<file path="config.mk">
export PLATFORM = sky130hd
export DESIGN_NAME = mirror_cmp_sched
export DESIGN_NICKNAME = d
export VERILOG_FILES = /design/src/rtl/mirror_pkg.sv /design/src/rtl/mirror_slice_eq.sv /design/src/rtl/mirror_cmp_sched.sv
export SDC_FILE = /design/constraint.sdc
export NUM_CORES = 1
export LEC_CHECK = 0
export ABC_AREA = 1
export CAP_MARGIN = 20
export CORE_ASPECT_RATIO = 0.8
export CORE_MARGIN = 5
export CORE_UTILIZATION = 42
export CTS_BUF_LIST = sky130_fd_sc_hd__clkbuf_8
export DETAILED_ROUTE_END_ITERATION = 8
export GPL_TIMING_DRIVEN = 0
export PLACE_DENSITY = 0.66
export SLEW_MARGIN = 10
export SYNTH_ARGS = -nofsm -noshare
export SYNTH_HDL_FRONTEND = slang
export SYNTH_HIERARCHICAL = 1
export SYNTH_SLANG_ARGS = --single-unit
</file>
<file path="constraint.sdc">
create_clock -name clk -period 2.9 [get_ports clk]
set_input_delay 0.58 -clock clk [delete_from_list [all_inputs] [get_ports clk]]
set_output_delay 0.58 -clock clk [all_outputs]
set_load 0.05 [all_outputs]
</file>
<file path="src/rtl/mirror_pkg.sv">
`default_nettype none
// ============================================================================
// Module      : mirror_pkg
// Description : Shared types and elaboration helpers for the mirror compare
//               scheduler (state encoding, index width, chunking check).
// Revision    : 1.0 - initial release
// ============================================================================
package mirror_pkg;

    // Scheduler states with an explicit 2-bit encoding
    typedef enum logic [1:0] {
        ST_IDLE = 2'd0,
        ST_CMP  = 2'd1,
        ST_DONE = 2'd2
    } state_t;

    // Width needed to index n items; never less than one bit
    function automatic int idx_width(input int n);
        return (n > 1) ? $clog2(n) : 1;
    endfunction

    // True when n splits into whole chunks of the given width
    function automatic bit chunk_ok(input int n, input int chunk);
        return (chunk > 0) && (n >= chunk) && ((n % chunk) == 0);
    endfunction

endpackage : mirror_pkg
`default_nettype wire

</file>
<file path="src/rtl/mirror_slice_eq.sv">
`default_nettype none
// ============================================================================
// Module      : mirror_slice_eq
// Description : Combinational CHUNK-wide equality slice. Reports whether the
//               two chunks match and the offset of the lowest differing bit.
// Revision    : 1.0 - initial release
// ============================================================================
module mirror_slice_eq
    import mirror_pkg::*;
#(
    parameter int CHUNK = 4
) (
    input  logic [CHUNK-1:0]             i_a,
    input  logic [CHUNK-1:0]             i_b,
    output logic                         o_eq,
    output logic [idx_width(CHUNK)-1:0]  o_off
);

    localparam int c_off_w = idx_width(CHUNK);

    logic [CHUNK-1:0] w_diff;

    assign w_diff = i_a ^ i_b;

    // Equality flag and priority encoder: the lowest set diff bit wins
    always_comb begin
        o_eq  = (w_diff == '0);
        o_off = '0;
        for (int i = CHUNK - 1; i >= 0; i--) begin
            if (w_diff[i]) begin
                o_off = c_off_w'(i);
            end
        end
    end

endmodule : mirror_slice_eq
`default_nettype wire

</file>
<file path="src/rtl/mirror_cmp_sched.sv">
`default_nettype none
// ============================================================================
// Module      : mirror_cmp_sched
// Description : Sequential mirror checker. Sweeps two N-bit vectors chunk by
//               chunk through one shared equality slice, reports verdict and
//               lowest mismatching bit, and keeps saturating pass/fail counts.
// Revision    : 1.0 - initial release
// ============================================================================
module mirror_cmp_sched
    import mirror_pkg::*;
#(
    parameter int N          = 20,
    parameter int CHUNK      = 4,
    parameter int EARLY_EXIT = 1,
    parameter int CNT_W      = 16
) (
    input  logic                     clk,
    input  logic                     rst_n,
    input  logic                     in_valid,
    output logic                     in_ready,
    input  logic [N-1:0]             in_a,
    input  logic [N-1:0]             in_b,
    input  logic                     flush,
    output logic                     out_valid,
    input  logic                     out_ready,
    output logic                     out_eq,
    output logic [idx_width(N)-1:0]  out_idx,
    output logic [CNT_W-1:0]         pass_cnt,
    output logic [CNT_W-1:0]         fail_cnt
);

    localparam int c_k     = N / CHUNK;
    localparam int c_ptr_w = idx_width(c_k);
    localparam int c_idx_w = idx_width(N);
    localparam int c_off_w = idx_width(CHUNK);
    localparam logic [c_ptr_w-1:0] c_last_ptr = c_ptr_w'(c_k - 1);

    // Refuse to elaborate when the vector does not split into whole chunks
    if (!chunk_ok(N, CHUNK)) begin : g_bad_cfg
        $error("mirror_cmp_sched: N must be a non-zero multiple of CHUNK");
    end

    state_t               state_q, state_d;
    logic [N-1:0]         a_q, a_d;
    logic [N-1:0]         b_q, b_d;
    logic [c_ptr_w-1:0]   ptr_q, ptr_d;
    logic                 mism_q, mism_d;
    logic [c_idx_w-1:0]   idx_q, idx_d;
    logic [CNT_W-1:0]     pass_cnt_q, pass_cnt_d;
    logic [CNT_W-1:0]     fail_cnt_q, fail_cnt_d;

    logic [CHUNK-1:0]     w_a_chunk;
    logic [CHUNK-1:0]     w_b_chunk;
    logic                 w_chunk_eq;
    logic [c_off_w-1:0]   w_chunk_off;
    logic [c_idx_w-1:0]   w_idx_new;
    logic                 w_done;

    // Route the chunk selected by ptr onto the shared slice
    always_comb begin
        w_a_chunk = '0;
        w_b_chunk = '0;
        for (int k = 0; k < c_k; k++) begin
            if (ptr_q == c_ptr_w'(k)) begin
                w_a_chunk = a_q[k*CHUNK +: CHUNK];
                w_b_chunk = b_q[k*CHUNK +: CHUNK];
            end
        end
    end

    mirror_slice_eq #(
        .CHUNK (CHUNK)
    ) u_slice (
        .i_a   (w_a_chunk),
        .i_b   (w_b_chunk),
        .o_eq  (w_chunk_eq),
        .o_off (w_chunk_off)
    );

    assign w_idx_new = c_idx_w'(ptr_q) * c_idx_w'(CHUNK) + c_idx_w'(w_chunk_off);

    // State and datapath registers, cleared asynchronously
    always_ff @(posedge clk or negedge rst_n) begin
        if (!rst_n) begin
            state_q    <= ST_IDLE;
            a_q        <= '0;
            b_q        <= '0;
            ptr_q      <= '0;
            mism_q     <= 1'b0;
            idx_q      <= '0;
            pass_cnt_q <= '0;
            fail_cnt_q <= '0;
        end else begin
            state_q    <= state_d;
            a_q        <= a_d;
            b_q        <= b_d;
            ptr_q      <= ptr_d;
            mism_q     <= mism_d;
            idx_q      <= idx_d;
            pass_cnt_q <= pass_cnt_d;
            fail_cnt_q <= fail_cnt_d;
        end
    end

    // Next-state logic: accept, sweep chunks, deliver; flush always wins
    always_comb begin
        state_d    = state_q;
        a_d        = a_q;
        b_d        = b_q;
        ptr_d      = ptr_q;
        mism_d     = mism_q;
        idx_d      = idx_q;
        pass_cnt_d = pass_cnt_q;
        fail_cnt_d = fail_cnt_q;
        case (state_q)
            ST_IDLE: begin
                if (!flush && in_valid) begin
                    a_d     = in_a;
                    b_d     = in_b;
                    ptr_d   = '0;
                    mism_d  = 1'b0;
                    idx_d   = '0;
                    state_d = ST_CMP;
                end
            end
            ST_CMP: begin
                if (flush) begin
                    state_d = ST_IDLE;
                end else begin
                    // Only the first mismatch records an index
                    if (!w_chunk_eq && !mism_q) begin
                        mism_d = 1'b1;
                        idx_d  = w_idx_new;
                    end
                    if ((EARLY_EXIT != 0) && !w_chunk_eq) begin
                        state_d = ST_DONE;
                    end else if (ptr_q == c_last_ptr) begin
                        state_d = ST_DONE;
                    end else begin
                        ptr_d = ptr_q + c_ptr_w'(1);
                    end
                end
            end
            ST_DONE: begin
                if (flush) begin
                    state_d = ST_IDLE;
                end else if (out_ready) begin
                    if (mism_q) begin
                        if (fail_cnt_q != '1) fail_cnt_d = fail_cnt_q + CNT_W'(1);
                    end else begin
                        if (pass_cnt_q != '1) pass_cnt_d = pass_cnt_q + CNT_W'(1);
                    end
                    state_d = ST_IDLE;
                end
            end
            default: begin
                state_d = ST_IDLE;
            end
        endcase
    end

    // Outputs: handshake flags from state, result fields visible only in DONE
    always_comb begin
        w_done    = (state_q == ST_DONE);
        in_ready  = (state_q == ST_IDLE) && rst_n;
        out_valid = w_done;
        out_eq    = w_done && !mism_q;
        out_idx   = w_done ? idx_q : '0;
        pass_cnt  = pass_cnt_q;
        fail_cnt  = fail_cnt_q;
    end

endmodule : mirror_cmp_sched
`default_nettype wire

</file>
## After elaboration in Yosys (flattened, before gate mapping)

Cells that the tools add are included.
W data, S select, Z words.

| word-level totals | value |
|---|---|
| register bits | 83 |
| bits of input ports | 45 |
| output and inout bits | 40 |
| word-level logic and storage cells | 82 |

| operators by class | value |
|---|---|
| add/subtract/negate cells | 4 |
| equal/unequal tests | 15 |
| mux-type cells | 35 |
| bitwise gates (word level) | 3 |
| reductions and logical operators | 17 |

Operators by type and width:

| kind | count |
|---|---|
| $mux W4 | 10 |
| $add A16 B1 Y16 const B | 2 |
| $ne A16 B16 Y1 const B | 2 |
| $mux W2 | 10 |
| $mux W5 | 4 |
| $reduce_and A5 Y1 | 3 |
| $mux W3 | 4 |
| $ne A2 B2 Y1 const B | 5 |
| $pmux W5 S2 | 1 |
| $eq A3 B2 Y1 const B | 2 |
| $pmux W2 S3 | 1 |
| $pmux W3 S2 | 1 |
| $add A5 B2 Y5 | 1 |
| $logic_and A1 B1 Y1 | 4 |
| $logic_not A4 Y1 | 1 |
| $ne A4 B4 Y1 const B | 1 |
| $reduce_and A4 Y1 | 1 |
| $xor A4 B4 Y4 | 1 |
| $add A3 B1 Y3 const B | 1 |
| $eq A3 B1 Y1 const B | 1 |
| $eq A3 B3 Y1 const B | 1 |
| $logic_not A1 Y1 | 3 |
| $logic_not A3 Y1 | 1 |
| $mux W1 | 3 |
| 9 further kinds | 10 |

## Longest topological paths before layout

Gate-level depths: netlist of the first run.

| logic depth | value |
|---|---|
| word-level depth | 15 |
| mapped depth | 19 |
| depth with buffers taken out | 19 |

## Modules after synthesis

The synthesis of the first run kept the hierarchy.

By module, submodules not included:

| module | times used | cells each | area an instance (µm²) | seq. area each (µm²) |
|---|---|---|---|---|
| mirror_cmp_sched | 1 | 619 | 4,516.8 | 2,077.0 |
| mirror_slice_eq | 1 | 20 | 103.8 | 0.0 |

## Worst setup path before layout of the first run

OpenSTA, ideal clock, no wires.

| timing path | value |
|---|---|
| path kind | reg-to-reg |
| start | reg ptr_q[1] |
| end | reg idx_q[4] |
| setup time | 0.137 ns |
| arrival time | 2.322 ns |
| data required time | 2.763 ns |
| setup slack | 0.441 ns |
| cell stages (with the launch flop) | 20 |
| path buffers | 0 |
| clock period less this slack | 2.459 ns |
| cells stage by stage | dfrtp_1 -> inv_1 -> ha_1 -> clkinv_1 -> nor2_1 -> nand2_1 -> nand3_1 -> nand3_1 -> a21oi_1 -> inv_1 -> nand2_1 -> nand2_1 -> nand3_1 -> nor2_1 -> nor2_1 -> nand2_1 -> nand2_1 -> nand3_1 -> nand2_1 -> o21ai_0 |

| between the ends | value |
|---|---|
| elaborated cells between the ends (all ways) | 29 |

RTL lines:

| item | RTL line | text |
|---|---|---|
| from (decl) | mirror_cmp_sched.sv:46 | `logic [c_ptr_w-1:0] ptr_q, ptr_d;` |
| from (signal assigned) | mirror_cmp_sched.sv:97 | `ptr_q <= ptr_d;` |
| $logic_not A3 Y1 | mirror_cmp_sched.sv:64 | `if (ptr_q == c_ptr_w'(k)) begin` |
| $mux W4 (4 in series) | mirror_cmp_sched.sv:64 |  |
| $mux W4 * | mirror_cmp_sched.sv:64 |  |
| via w_a_chunk[2] | mirror_cmp_sched.sv:52 | `logic [CHUNK-1:0] w_a_chunk;` |
| $xor A4 B4 Y4 * | mirror_slice_eq.sv:23 | `assign w_diff = i_a ^ i_b;` |
| $logic_not A4 Y1 * | mirror_slice_eq.sv:27 | `o_eq = (w_diff == '0);` |
| via w_chunk_eq | mirror_cmp_sched.sv:54 | `logic w_chunk_eq;` |
| $logic_not A1 Y1 * | n/a |  |
| $logic_and A1 B1 Y1 * | mirror_cmp_sched.sv:131 | `if (!w_chunk_eq && !mism_q) begin` |
| $ne A2 B2 Y1 (no source line) * | n/a |  |
| $reduce_and A4 Y1 (no source line) * | n/a |  |
| to (signal assigned) | mirror_cmp_sched.sv:99 | `idx_q <= idx_d;` |
| to (decl) | mirror_cmp_sched.sv:48 | `logic [c_idx_w-1:0] idx_q, idx_d;` |

Mark *: on every way through the listed nets, which the timed path passes. The rest lies on a longest branch. The select of a mux whose other input is x is not followed.
A chain may end at the register's enable or synchronous reset.

## Worst setup path in the final report of the first run

| timing path | value |
|---|---|
| start | reg ptr_q[2] |
| end | reg ptr_q[1] |

| between the ends | value |
|---|---|
| word-level cells in the longest chain between the ends | 10 |
| elaborated cells between the ends (all ways) | 20 |

Ends and longest elaborated chain:

| item | RTL line | text |
|---|---|---|
| $logic_not A3 Y1 | mirror_cmp_sched.sv:64 |  |
| $mux W4 (4 in series) | mirror_cmp_sched.sv:64 |  |
| $mux W4 * | mirror_cmp_sched.sv:64 |  |
| via w_b_chunk[1] | mirror_cmp_sched.sv:53 | `logic [CHUNK-1:0] w_b_chunk;` |
| $xor A4 B4 Y4 * | mirror_slice_eq.sv:23 |  |
| $logic_not A4 Y1 * | mirror_slice_eq.sv:27 |  |
| via w_chunk_eq | mirror_cmp_sched.sv:54 |  |
| $ne A2 B2 Y1 (no source line) * | n/a |  |
| $reduce_and A5 Y1 (no source line) * | n/a |  |

Mark *: on every way through the listed nets, which the timed path passes. The rest lies on a longest branch.

==> impl_metrics.toml, run 1 <==
[outcome]
status = "complete, no violations"

[pwr]
vdd_drop_max_mv = 0.307
power.static_leakage_nw = 2.90
power-per-cell-area_mw_per_mm2 = 610

[synth]
synth_top_area_frac = 0.449
synth.largest_area_cell = "dfrtp_1"
synth_enable_flop_cells = 0
most_frequently_used_flop_master_after_synthesis = "dfrtp_1"
synth.yosys.warnings = 6
synth_area_leaders = "dfrtp_1 45%, nand2_1 24%, nand3_1 5.5%"
mappedNetlistNets = 691
synthCells = 639
synth_sequential_area_ratio = 0.449
synth_area_mm2 = 0.00462
synthDistinctLibCells = 29
syn_area_per_cell_um2 = 7.23
synth_seq_cells = 83
synth_async_sr_flop_share = 1.00

[setup_path]
reg2reg_slack_ns = 0.18
worst_ep_arrival_time_ns = 3.01
crit_path_frequent_cell = "nand3_1"
setup.worst_path.start_class = "register"
rr_worst_depth = 13
crit_type = "register to register"
crit_path_cells = "inv_1 -> clkbuf_2 -> ha_4 -> inv_2 -> nand3_1 -> a21oi_1 -> xnor2_2 -> nand2_1 -> nor2_1 -> nand3_1 -> nand2_2 -> nand3_1 -> o21ai_0"
cpLargestDelayFamily = "simple AND/OR/NAND/NOR gates"
cp_slowest_stage_delay_ns = 0.44
critical_path.slowest_cell = "dfrtp_1"
crit_buf_inv = 3
r2r-start = "ptr_q[2]"
cp_data_required_time_ns = 3.19
ff_to_ff_end = "ptr_q[1]"
timing.critical_path.to_type = "register"
crit_path_max_fanout = 10

[sta]
grt_setup_unrepaired = "true"
period_needed_ns = 2.72
setup_viol_count_final = 0
finalHoldViolCount = 0
maxSlewHeadroom = 0.642
finalCritPeriodShare = 0.937
skew_ns = 0.00660
achievable-frequency_mhz = 368
final_max_slew_viol_count = 0
fin_tns_setup_ns = 0
worstMarginPinSlew_ns = 0.533

[global_route]
number_of_antenna_violations_at_the_first_check_in_global_routing = 0
first_global_vias = 4123
grt_pass1_wl_um = 19500
grt_max_degree = 59
total_grt_usage = 0.178
total_congestion_overflow_after_global_routing = 0

[clock_network]
clk_pin_slew_worst_paths_ns = 0.08
cts.htree.levels = 3
tritoncts = "yes"
clockRootBuffer = "clkbuf_8"
total_cts_buffers = 9
cts.hold.buffers_added = 0
clkLatencyLatePin_ns = 0.36
clock_sink_count = 83
clock_path_buffers = 2

[routing]
drc_errors = 0
drt-vias-per-instance = 4.82
dr.pass1.iters = 5
final_antenna_net_count = 0
first_drt_iteration_drcs = 299
vias = 4256
avgRoutedWirePerCell_um = 13.0
wl_um = 11500

[die]
design.core.area_mm2 = 0.0108
io-pin-count = 85
die-area_mm2 = 0.0132
die_ht_um = 104
rows = 34
die_w_um = 127
floorplan.initialDensity = 0.428

[finish]
fillerInstances = 1064
finish.net_count = 786
drive_above_1_share = 0.0853
area_growth_syn_to_layout_pct = 28.0
fin_cells = 883
antenna_cells = 0

[hold_path]
min_path_type = "input port to asynchronous set/reset pin"

[placed_design]
portbufs = 84
dpl.hpwl_um = 8610
gp_congestion = 0.839
dp.cells = 868

[flow_run]
maxCapViolCount = 0
## how the worst max path moves through the flow
stage,start,end,cells past startpoint
after floorplan,ptr_q[1],idx_q[4],19
after global placement,rst_n,in_ready,4
after detailed placement,ptr_q[2],idx_q[4],16
after CTS,ptr_q[2],idx_q[4],15
after global routing,ptr_q[0],ptr_q[1],15
final,ptr_q[2],ptr_q[1],13
## layout by cell type, fill, tap and decap left out, types with 2 or more instances in the layout
master / Yosys / layout
xnor2_1: 8 / 8
a21oi_1: 10 / 6
nand2_2: 2 / 5
xnor2_2: 2 / 2
nor2_1: 49 / 47
clkbuf_8: 0 / 10
clkbuf_1: 8 / 4
o21ai_0: 15 / 15
buf_6: 3 / 3
buf_4: 1 / 3
nand3b_1: 4 / 4
nand2_1: 297 / 294
nand4_1: 17 / 17
nor3_1: 2 / 2
inv_1: 49 / 52
or2_2: 8 / 8
nor2_4: 2 / 3
dfrtp_1: 83 / 83
buf_2: 6 / 6
nand2_4: 3 / 3
xor2_1: 4 / 4
clkdlybuf4s50_1: 0 / 82
nand3_1: 51 / 50
ha_1: 7 / 6
nor3_4: 2 / 2
nand3_2: 1 / 2
a21oi_2: 0 / 4
## report_power, final
group,internal (W),switching [W]
clock network,0.000408,0.000408
registers,0.00136,0.000151
logic,0.000495,0.000782
## per-layer routing
metal  vias up  track usage  wire [um]
li1       2193            -          -
met2        92        0.273       5100
met3         9       0.0442        662
met5         -            0          0
met4         0       0.0475        129
met1      1962        0.252       5620
## layout make-up
class                   count  area (um2)  area share
well taps                 144         180      0.0305
clock inverters             6        50.0     0.00846
plain buffers              16        98.8      0.0167
multi-input cells         488        2300       0.390
flip-flops and latches     83        2080       0.351
clock buffers              10         138      0.0233
inverters                  50         190      0.0322
repair buffers             86         876       0.148
## logic make-up (layout without fill, tap and decap cells)
family                   after synthesis  in the layout  share of synthesized area
XOR/XNOR                              14             14                     0.0298
flip-flops                            83             83                      0.449
AND/OR/NAND/NOR                      439            439                      0.405
buffers and inverters                 68            168                     0.0626
adder cells (fa/ha/maj)                7              7                     0.0190
AO/OA/AOI/OAI                         28             28                     0.0338
## sequential cells by signal, indices dropped and copies added (netlist names)
name and count:
fail_cnt 16, pass_cnt 16, b_q 20, a_q 20
mism_q 1, idx_q 5, state_q 2, ptr_q 3
## stage by stage
step | hold slack [ns] | worst slack [ns] | util | instance area (um2) | total power [W]
2_1_floorplan | 0.284 | 0.441 | - | 4620 | 0.00235
3_3_place_gp | 0.460 | -2.65 | 0.522 | 5640 | 0.00268
3_5_place_dp | 0.465 | -0.234 | 0.524 | 5670 | 0.00274
4_1_cts | 0.127 | 0.00220 | 0.542 | 5860 | 0.00358
5_1_grt | 0.150 | -0.0286 | 0.547 | 5910 | 0.00385
6_report | 0.134 | 0.182 | 0.547 | 5910 | 0.00361
## cell usage after synthesis, types with 3 or more instances
cell and n:
a21oi_1 10, buf_2 6, buf_6 3, clkbuf_1 8, dfrtp_1 83, ha_1 7
inv_1 49, nand2_1 297, nand2_4 3, nand3_1 51, nand3b_1 4, nand4_1 17
nor2_1 49, o21ai_0 15, or2_2 8, xnor2_1 8, xor2_1 4
## what timing repair did
action / in CTS / in global routing
setup endpoints to repair: 11 / 12
buffers inserted: 0 / 1
resized for setup: 5 / 16
pin swaps: 1 / 1
Note: power is estimated with default switching activity, not from simulation.
==> run 2, diff against run 1 <==
Settings changed: GPL_ROUTABILITY_DRIVEN from default to 0, PLACE_DENSITY 0.66 to 0.78.
==> run 2 against run 1 <==
Sequential power barely moved; worst setup slack improved by 0.043 ns; register-to-register slack gained 0.04 ns; count of clock-buffer cells in the layout shrank 1; critical path depth unchanged; maximum frequency is 1.6% higher; total power grew 2.2%; final area grew 0.11%; hold slack lost 0.0033 ns; cell count down 0.11%; die area stayed put; sequential share of layout area is essentially flat.
==> impl_metrics.toml, run 2 (synthesis results as in run 1) <==
[finish]
antenna_cells = 0
largest_registers = "a_q x20, b_q x20"
most_frequent_cells_in_the_layout = "294 x nand2_1, 83 x dfrtp_1, 82 x clkdlybuf4s50_1"
area_growth_syn_to_layout_pct = 28.1
finish.net_count = 785
mostFrequentLayoutCell = "nand2_1"
finish.utilization = 0.548
drive_above_1_share = 0.0881

[clock_network]
total_cts_buffers = 9
clkLatencyLatePin_ns = 0.36
clock_path_buffers = 2
clk_pin_slew_worst_paths_ns = 0.08
clockRootBuffer = "clkbuf_8"
tritoncts = "yes"
cts_setup_buffers = 0
clock_sink_count = 83
cts.htree.levels = 3

[die]
rows = 34
design.core.area_mm2 = 0.0108
die-area_mm2 = 0.0132
io-pin-count = 85
die_ht_um = 104
die_w_um = 127
floorplan.initialDensity = 0.428

[sta]
finalCritPeriodShare = 0.922
skew_ns = 0.0123
setup_viol_count_final = 0
period_needed_ns = 2.67
achievable-frequency_mhz = 374
maxSlewHeadroom = 0.596
finalHoldViolCount = 0
worstMarginPinSlew_ns = 0.601
final_max_slew_viol_count = 0

[pwr]
vdd_drop_max_mv = 0.235
power.static_leakage_nw = 2.89
power-per-cell-area_mw_per_mm2 = 623
totalPowerFinal_w = 0.00369

[outcome]
status = "complete, no violations"

[global_route]
grt_busiest_layer = "met2"
number_of_antenna_violations_at_the_first_check_in_global_routing = 0
grt_max_degree = 59
total_grt_usage = 0.182
first_global_vias = 4130
groute.layer.met3.usage = 0.0499
globalRouteMet1Util = 0.260
total_congestion_overflow_after_global_routing = 0
grt_pass1_wl_um = 19700
grt_use_met2 = 0.262

[routing]
drc_errors = 0
vias = 4297
dr.pass1.iters = 4
wl_um = 11700
final_antenna_net_count = 0
first_drt_iteration_drcs = 305
avgRoutedWirePerCell_um = 13.3
drt-vias-per-instance = 4.87

[placed_design]
portbufs = 84
dpl.hpwl_um = 8750

[setup_path]
reg2reg_slack_ns = 0.23
cp_data_required_time_ns = 3.18
worst_ep_arrival_time_ns = 2.95
crit_path_max_fanout = 10
crit_type = "register to register"
setup.worst_path.start_class = "register"
timing.critical_path.to_type = "register"

[flow_run]
maxCapViolCount = 0

[hold_path]
min_path_type = "input port to asynchronous set/reset pin"
## run 2: changes by cell type in the layout (fill, tap and decap cells not counted), sizes merged
cell,change
bufinv,+1
buf,-1
inv,-3
clkbuf,-1
clkinv,+3
## run 2: worst paths after layout
path	startpoint	to	cells past startpoint
hold / removal	rst_n	b_q[1]	1
hold reg to reg	idx_q[0]	idx_q[0]	2
max in group asynchronous	rst_n	a_q[16]	2
setup reg to reg	ptr_q[2]	ptr_q[1]	13
setup / recovery	ptr_q[2]	ptr_q[1]	13
min in group clk	idx_q[0]	idx_q[0]	2
## run 2: repair_timing
| action | CTS | global route |
|---|---|---|
| cloned | 0 | 0 |
| endpoints found under the hold margin | 0 | 0 |
| pin swaps | 0 | 1 |
| resized for setup | 6 | 16 |
| endpoints found under the setup margin | 10 | 11 |
| hold buffers | 0 | 0 |
## run 2: metal layers
metal  part of all wire  routed length [um]
met3              0.055                 647
met2               0.44                5210
met1               0.48                5650
met5                  0                   0
met4              0.021                 241
## run 2: cell type report
| cell class | instances | area [um2] |
|---|---|---|
| clock buffer | 9 | 124 |
| multi-input combinational | 488 | 2300 |
| inverter | 50 | 190 |
| tap | 144 | 180 |
| buffer | 16 | 101 |
| timing repair buffer | 85 | 868 |
| fill | 1036 | 4880 |
| clock inverter | 7 | 83.8 |
| sequential | 83 | 2080 |
## run 2: power by group
part	switching (W)	internal, W
registers	0.000157	0.00136
logic	0.000776	0.000488
clock network	0.000426	0.000476
## run 2: worst max-delay path, cell delays in order (launching register included)
cell      delay, ns
dfrtp_1        0.45
inv_1          0.12
clkbuf_2       0.22
ha_2           0.29
inv_2          0.16
nand3_1        0.13
a21oi_1        0.26
xnor2_2        0.16
nand2_1        0.08
nor2_1         0.23
nand3_2        0.19
nand2_2        0.15
nand3_1        0.07
o21ai_0        0.08
## run 2: per-stage QoR
step                      instance area (um2)  worst slack [ns]  hold WS, ns  std cells  setup TNS (ns)
after floorplan                          4620             0.441        0.284        639               0
after global placement                   5640             -2.57        0.461        867         -145.03
after detailed placement                 5670            -0.185        0.462        868          -0.998
after CTS                                5880           0.00530        0.137        882               0
after global routing                     5920         -0.000452        0.146        882       -0.000452
final                                    5920             0.225        0.130        882               0
==> run 3, diff against run 2 <==
==> constraint.sdc (replaced) <==
create_clock -name clk -period 2.9 [get_ports clk]
set_input_delay 0.435 -clock clk [delete_from_list [all_inputs] [get_ports clk]]
set_output_delay 0.435 -clock clk [all_outputs]
set_load 0.05 [all_outputs]
==> run 3 against run 2 <==
Non-clock buffer count up 2; clock power about the same; register-to-register slack about the same; combinational power about the same; largest power group unchanged; highest routed layer unchanged; count of clock-buffer cells in the layout unchanged; maximum frequency about the same; sequential power about the same; routed wire length up 0.85%.
==> impl_metrics.toml, run 3 (synthesis results as in run 1) <==
[outcome]
status = "complete, no violations"

[die]
design.core.area_mm2 = 0.0108
rows = 34
io-pin-count = 85
die_ht_um = 104
die_w_um = 127
floorplan.initialDensity = 0.428
die-area_mm2 = 0.0132

[setup_path]
ff_to_ff_end = "ptr_q[1]"
r2r-start = "ptr_q[2]"
crit_type = "register to register"
worst_ep_arrival_time_ns = 2.95
crit_path_frequent_cell = "nand3_1"
cp_data_required_time_ns = 3.18
cp_slowest_stage_delay_ns = 0.45
crit_path_cells = "inv_1 -> clkbuf_2 -> ha_2 -> inv_2 -> nand3_1 -> a21oi_1 -> xnor2_2 -> nand2_1 -> nor2_1 -> nand3_2 -> nand2_2 -> nand3_1 -> o21ai_0"
timing.critical_path.to_type = "register"
crit_path_max_fanout = 10
critical_path.slowest_cell = "dfrtp_1"
rr_worst_depth = 13
reg2reg_slack_ns = 0.22
setup.worst_path.start_class = "register"

[sta]
final_max_slew_viol_count = 0
worstMarginPinSlew_ns = 0.829
achievable-frequency_mhz = 374
skew_ns = 0.0124
finalHoldViolCount = 0
finalCritPeriodShare = 0.923
period_needed_ns = 2.68
setup_viol_count_final = 0
maxSlewHeadroom = 0.446
fin_tns_setup_ns = 0

[routing]
dr.pass1.iters = 5
vias = 4322
drc_errors = 0
drt-vias-per-instance = 4.89
wl_um = 11800
first_drt_iteration_drcs = 390
avgRoutedWirePerCell_um = 13.4
final_antenna_net_count = 0

[global_route]
number_of_antenna_violations_at_the_first_check_in_global_routing = 0
total_congestion_overflow_after_global_routing = 0
grt_pass1_wl_um = 19800
total_grt_usage = 0.183
first_global_vias = 4145
grt_max_degree = 59

[finish]
mostFrequentLayoutCell = "nand2_1"
most_frequent_cells_in_the_layout = "294 x nand2_1, 83 x dfrtp_1, 83 x clkdlybuf4s50_1"
fin_area_mm2 = 0.00594
finish.utilization = 0.550
largest_registers = "a_q x20, b_q x20"
area_growth_syn_to_layout_pct = 28.5
drive_above_1_share = 0.0878
fillerInstances = 1035
antenna_cells = 0
finish.net_count = 787

[clock_network]
tritoncts = "yes"
clock_path_buffers = 2
clk_pin_slew_worst_paths_ns = 0.08
cts.htree.levels = 3
clock_sink_count = 83
clkLatencyLatePin_ns = 0.36
clockRootBuffer = "clkbuf_8"
cts_setup_buffers = 0
total_cts_buffers = 9

[pwr]
p_int_w = 0.00233
power-per-cell-area_mw_per_mm2 = 622
combinationalPowerShare = 0.344
vdd_drop_max_mv = 0.236
netSwitchingFraction = 0.369
netSwitchingPower_w = 0.00136
clockPowerShare = 0.244
p_seq_frac = 0.412
power.static_leakage_nw = 2.89

[placed_design]
postPlaceCellArea_mm2 = 0.00567
dpl.hpwl_um = 8750
portbufs = 84

[hold_path]
min_path_type = "input port to asynchronous set/reset pin"

[flow_run]
maxCapViolCount = 0
## run 3: cell types whose count changed in the layout (fill, tap and decap cells not counted), sizes merged
cell           previous run  this run
dlygate4sd3               0         2
dlymetal6s2s              1         0
clkdlybuf4s50            82        83
## run 3: area by class of cell
cell class / instances / area [um2] / area share
clock buffer: 9 / 124 / 0.0209
multi-input combinational: 488 / 2300 / 0.387
inverter: 50 / 190 / 0.0320
sequential: 83 / 2080 / 0.350
timing repair buffer: 87 / 886 / 0.149
clock inverter: 7 / 83.8 / 0.0141
tap: 144 / 180 / 0.0303
buffer: 16 / 101 / 0.0171
## run 3: worst max path at each step
stage	start	end	slack, ns
6_report	ptr_q[2]	ptr_q[1]	0.22
5_1_grt	ptr_q[1]	idx_q[3]	-0.0005
4_1_cts	ptr_q[0]	idx_q[2]	0.005
3_5_place_dp	ptr_q[1]	idx_q[4]	-0.18
3_3_place_gp	rst_n	in_ready	-2.28
2_1_floorplan	ptr_q[1]	idx_q[4]	0.44
## run 3: through the flow
stage | setup WS, ns | hold slack, ns | total power, W | std cells
floorplan | 0.441 | 0.139 | 0.00235 | 639
global placement | -2.28 | 0.461 | 0.00267 | 867
detailed placement | -0.185 | 0.385 | 0.00274 | 868
CTS | 0.00530 | 0.0737 | 0.00366 | 884
global route | -0.000452 | 0.0848 | 0.00394 | 884
finish | 0.224 | 0.0751 | 0.00369 | 884
## run 3: timing repair
action / CTS / global route
hold endpoints to repair: 17 / 0
pin swaps: 0 / 1
hold buffers: 2 / 0
gates resized for setup: 6 / 15
endpoints found under the setup margin: 10 / 10
## run 3: power groups by stage
stage          Clock (W)  Combinational (W)  Sequential, W
4_1_cts         0.000926            0.00122        0.00152
3_5_place_dp           0            0.00120        0.00154
3_3_place_gp           0            0.00114        0.00153
2_1_floorplan          0           0.000787        0.00156
5_1_grt         0.000967            0.00142        0.00155
6_report        0.000902            0.00127        0.00152
## run 3: critical path, delay by kind of cell, from the launching register on
| kind | cells | cell delay, ns |
|---|---|---|
| AO/OA/AOI/OAI | 2 | 0.34 |
| AND/OR/NAND/NOR | 6 | 0.85 |
| buffers and inverters | 3 | 0.50 |
| adder cells (fa/ha/maj) | 1 | 0.29 |
| XOR/XNOR | 1 | 0.16 |
| flip-flops | 1 | 0.45 |
## run 3: routing by layer
metal  vias up  part of all wire  global-route usage
met3        24             0.054              0.0489
met5         -                 0                   0
met4         0             0.020              0.0674
li1       2197                 -                   -
met2       124              0.44               0.264
met1      1977              0.48               0.263
